<file path="src/rtl/button_conditioner.sv">
// button_conditioner: sync, debounce and press-pulse generation for left/right/select buttons.
// Define BTN_AUTOREPEAT_EN to add frame-paced auto-repeat on the left/right press pulses.
module button_conditioner #(
  parameter int DEBOUNCE_COUNT = 250000,
  parameter int CNT_BITS       = 20,
  parameter int REPEAT_DELAY   = 30,
  parameter int REPEAT_RATE    = 4
) (
  input  logic clk,
  input  logic rst,
  input  logic en,
  input  logic frame_pulse,
  input  logic btn_left_raw,
  input  logic btn_right_raw,
  input  logic btn_select_raw,
  output logic btn_left,
  output logic btn_right,
  output logic btn_select,
  output logic left_press,
  output logic right_press,
  output logic select_press
);
  logic [2:0] raw, s1, s2, stable, pq, done, rise, upd;
  logic [1:0] rpt;
  logic [CNT_BITS-1:0] cnt [3];
  assign raw = {btn_select_raw, btn_right_raw, btn_left_raw};
  always_comb begin
    done = '0;
    for (int i = 0; i < 3; i++) done[i] = cnt[i] == CNT_BITS'(DEBOUNCE_COUNT - 1);
    upd  = en ? (s2 ^ stable) & done : '0;
    rise = upd & s2;
  end
  always_ff @(posedge clk) begin
    if (rst) begin
      s1 <= '0;
      s2 <= '0;
      stable <= '0;
      pq <= '0;
      for (int i = 0; i < 3; i++) cnt[i] <= '0;
    end else begin
      s1 <= raw;
      s2 <= s1;
      pq <= rise;
      stable <= stable ^ upd;
      if (en)
        for (int i = 0; i < 3; i++)
          cnt[i] <= (s2[i] == stable[i] || done[i]) ? '0 : cnt[i] + 1'b1;
    end
  end
`ifdef BTN_AUTOREPEAT_EN
  localparam int FW = $clog2(REPEAT_DELAY + 1);
  typedef enum logic {IDLE, HOLD} rep_state_t;
  rep_state_t st [2];
  rep_state_t st_n [2];
  logic [FW-1:0] fc [2];
  logic [FW-1:0] fc_n [2];
  always_ff @(posedge clk) begin
    for (int i = 0; i < 2; i++) begin
      st[i] <= rst ? IDLE : st_n[i];
      fc[i] <= rst ? '0 : fc_n[i];
    end
  end
  always_comb begin
    rpt = '0;
    for (int i = 0; i < 2; i++) begin
      st_n[i] = st[i];
      fc_n[i] = fc[i];
      if (en) begin
        if (st[i] == IDLE) begin
          st_n[i] = rise[i] ? HOLD : IDLE;
        end else if (!stable[i]) begin
          st_n[i] = IDLE;
          fc_n[i] = '0;
        end else if (frame_pulse) begin
          rpt[i]  = fc[i] == FW'(REPEAT_DELAY - 1);
          fc_n[i] = rpt[i] ? FW'(REPEAT_DELAY - REPEAT_RATE) : fc[i] + 1'b1;
        end
      end
    end
  end
`else
  logic unused_rpt;
  assign rpt = '0;
  assign unused_rpt = ^{frame_pulse, REPEAT_DELAY, REPEAT_RATE};
`endif
  assign btn_left     = stable[0];
  assign btn_right    = stable[1];
  assign btn_select   = stable[2];
  assign left_press   = en & (pq[0] | rpt[0]);
  assign right_press  = en & (pq[1] | rpt[1]);
  assign select_press = en & pq[2];
endmodule

</file>
<file path="config.mk">
export PLATFORM = sky130hd
export DESIGN_NAME = button_conditioner
export DESIGN_NICKNAME = d
export VERILOG_FILES = /design/src/rtl/button_conditioner.sv
export SDC_FILE = /design/constraint.sdc
export NUM_CORES = 1
export LEC_CHECK = 0
export BUFFER_PORTS_ARGS = -buffer_cell sky130_fd_sc_hd__buf_2
export CAP_MARGIN = 20
export CORE_AREA = 2 2 83 85
export DETAILED_ROUTE_END_ITERATION = 16
export DIE_AREA = 0 0 85 87
export PLACE_DENSITY_LB_ADDON = 0.2
export SLEW_MARGIN = 20
export SYNTH_ARGS = -nofsm -noshare
export SYNTH_HDL_FRONTEND = slang
export SYNTH_SLANG_ARGS = --single-unit
export TNS_END_PERCENT = 5
</file>
<file path="constraint.sdc">
create_clock -name clk -period 2.8 [get_ports clk]
set_input_delay 0.84 -clock clk [delete_from_list [all_inputs] [get_ports clk]]
set_output_delay 0.84 -clock clk [all_outputs]
set_load 0.01 [all_outputs]
</file>
==> results.yml <==
floorplan:
  start_util_pct: 57.9
  floorplan.rows: 30
  fp.dieArea_sq_mm: 0.00740
  die_y_um: 87
  fp.dieW_um: 85
  core_sq_mm: 0.00657
  ios: 13
yosys:
  syn-cell-area_sq_mm: 0.00380
  synthFlopType: "edfxtp_1"
  synth_common_cells: "61 x nor2_1, 60 x edfxtp_1, 32 x xnor2_1, 21 x nand4_1, 17 x nand3_1"
  yosysMostFrequentCell: "nor2_1"
  avgSynthCellArea_sq_um: 10.7
  synth_top_cell_area_share_pct: 47.4
  synth-edff-count: 60
  ys_ff_latch: 72
  synth_cells: 356
  ys.warnings.count: 0
  async_flop_share_pct: 0
  ys_seq_area_share_pct: 53.7
  synthTopCellsByArea: "edfxtp_1 47%, xnor2_1 7.4%, dfxtp_1 6.3%"
  synth.net_count: 366
  synth.distinct_cells: 42
  synth_largest_area_cell: "edfxtp_1"
clock_network:
  cts_setup_buffers: 0
  root_buffer: "clkbuf_8"
  hold_buffers: 0
  cts_made_buffers: 9
  clkSlewWorstSetupHoldPaths_ns: 0.07
  cts_tree: "done"
  insertion_delay_ns: 0.34
  cts_repair_resize_count: 0
  clock_sinks: 72
  htree_levels: 3
  cts_buffer_depth: 2
route:
  post_drt_via_cell_ratio: 5.87
  via_count: 2701
  drt_wl_total_mm: 6.87
  final_antenna_net_count: 0
  first_pass_iters: 4
  drc_errors: 0
  wl_per_cell_um: 14.9
  initialDrtViolationCount: 136
critical_path:
  crit_type: "reg -> reg"
  rr_startpoint: "cnt[0][40]$_SDFFCE_PP0P_"
  worst_ep_arrival_time_ns: 2.38
  cpPeakStageDelay_ns: 0.59
  crit_family: "simple AND/OR/NAND/NOR gates"
  critPathLaunch: "cnt[0][40]$_SDFFCE_PP0P_"
  cp_max_fo: 5
  cp.buffers_inverters: 0
  cp_cell_sequence: "ha_1, nand4_2, or4_4, or4_1, a21oi_1"
  rrSetupSlack_ns: 0.62
  r2r-end: "cnt[0][58]$_SDFFCE_PP0P_"
  cp_num_cells: 5
  start_kind: "flop"
  crit_path_top_delay_cell: "or4_4"
  required_ns: 3.00
  ff2ff_path_depth: 5
  endpoint: "cnt[0][58]$_SDFFCE_PP0P_"
  end_kind: "flop"
pwr:
  ir_drop_mv: 0.319
  p_leak_uw: 0.00131
  powerDensity_mw_per_mm2: 514
cells_and_area:
  finalNetCount: 385
  fin_util_pct: 62.9
  multi_input_area_sq_mm: 0.00168
  nFillCells: 550
  fin_cells: 460
  layout.area.seq_sq_mm: 0.00204
  area_growth_pct: 8.58
  drive_gt1_share_pct: 11.1
  num_antenna_cells: 0
timing:
  period_share_pct: 77.8
  grt_setup_unrepaired: "no"
  worst_slack_ns: 0.622
  fin_crit_ns: 2.18
  clock-skew-final_ns: 0.00881
  finalMaxSlewViolations: 0
  hold-worst-slack_ns: 0.436
  hold_viol: 0
  fin_setup_tns_ns: 0
  maxSlewHeadroom_pct: 62.2
  fmax_mhz: 459
  tightest_slew_ns: 0.562
  finalSetupViolations: 0
status:
  status: "finished clean"
global_routing:
  grt_pass1_vias: 2546
  grt_pass1_wl_mm: 11.7
  antenna_found_initial: 0
  grt_max_degree: 32
  overflow: 0
  globalRouteTotalUtil_pct: 20.1
placement:
  dpl.cell_count: 444
  gp_congestion: 0.853
  dp_hpwl_mm: 4.58
  place_ws_ns: 0.533
  io_buffer_count: 11
min_path:
  min-delay-path-class: "reg -> reg"
flow_run:
  drv_cap: 0
worst min path at each step:
stage | from | end | cells past startpoint | slack [ns]
4_1_cts | s1[1]$_SDFF_PP0_ | s2[1]$_SDFF_PP0_ | 1 | 0.44
2_1_floorplan | s1[0]$_SDFF_PP0_ | s2[0]$_SDFF_PP0_ | 1 | 0.41
5_1_grt | s1[1]$_SDFF_PP0_ | s2[1]$_SDFF_PP0_ | 1 | 0.45
6_report | s1[1]$_SDFF_PP0_ | s2[1]$_SDFF_PP0_ | 1 | 0.44
3_5_place_dp | s1[1]$_SDFF_PP0_ | s2[1]$_SDFF_PP0_ | 1 | 0.42
3_3_place_gp | s1[1]$_SDFF_PP0_ | s2[1]$_SDFF_PP0_ | 1 | 0.42
kinds of logic (layout without fill, tap and decap cells):
kind of cell,Yosys count,after routing,share of synthesized area (%)
simple gates,188,188,27.4
flops,72,72,53.7
xor+xnor,47,47,10.8
compound gates,24,24,4.34
buf+inv,20,44,2.24
fa+ha+maj,3,3,0.987
mux,2,2,0.526
worst register-to-register path, delay by kind of cell, from the launching register on:
family / cells / cell delay [ns]
compound gates: 1 / 0.15
fa+ha+maj: 1 / 0.28
flops: 1 / 0.43
simple gates: 3 / 1.18
per-stage QoR:
step | area (sq um) | power, uW
CTS | 4130 | 2140
floorplan | 3800 | 1340
global route | 4130 | 2200
global placement | 3950 | 1370
detailed placement | 3950 | 1370
finish | 4130 | 2120
state kept, by name, indices dropped and copies added (netlist names):
register / count
cnt: 60
pq: 3
stable: 3
s1: 3
s2: 3
where the power goes:
part / internal, uW / total [uW] / switching (uW)
clock network: 399 / 774 / 376
registers: 1200 / 1260 / 55.4
logic: 39.5 / 91.0 / 51.5
total: 1640 / 2120 / 482
layer usage:
metal | track usage (%) | routed length, um | up-vias
met2 | 31.3 | 3130 | 45
met1 | 27.8 | 3420 | 1296
met4 | 9.38 | 103 | 0
met3 | 3.13 | 217 | 10
met5 | 0 | 0 | -
li1 | - | - | 1350
layout make-up:
type / count / area share [%]
Clock buffer: 10 / 3.09
Clock inverter: 6 / 1.21
Inverter: 13 / 1.18
Multi-Input combinational cell: 264 / 40.6
Sequential cell: 72 / 49.4
Tap cell: 80 / 2.42
Timing Repair Buffer: 15 / 2.06
cell usage in the layout (no fill, tap or decap), types with 4 or more instances in the layout:
| master | Yosys | layout |
|---|---|---|
| nor2_1 | 61 | 61 |
| nor4b_1 | 8 | 8 |
| nor4_1 | 12 | 12 |
| clkinv_1 | 0 | 4 |
| buf_4 | 0 | 4 |
| edfxtp_1 | 60 | 60 |
| dfxtp_1 | 12 | 12 |
| buf_2 | 2 | 11 |
| nor2b_1 | 8 | 8 |
| and3_1 | 6 | 6 |
| xor2_1 | 15 | 15 |
| and4_1 | 4 | 4 |
| xnor2_1 | 32 | 32 |
| inv_1 | 13 | 13 |
| nand2_1 | 16 | 16 |
| a21oi_1 | 8 | 8 |
| nand2b_1 | 4 | 4 |
| nand4_1 | 21 | 21 |
| clkbuf_8 | 0 | 9 |
| o21ai_0 | 4 | 4 |
| nor3_1 | 10 | 10 |
| nand3_1 | 17 | 17 |
(Power assumes the default switching activity.)
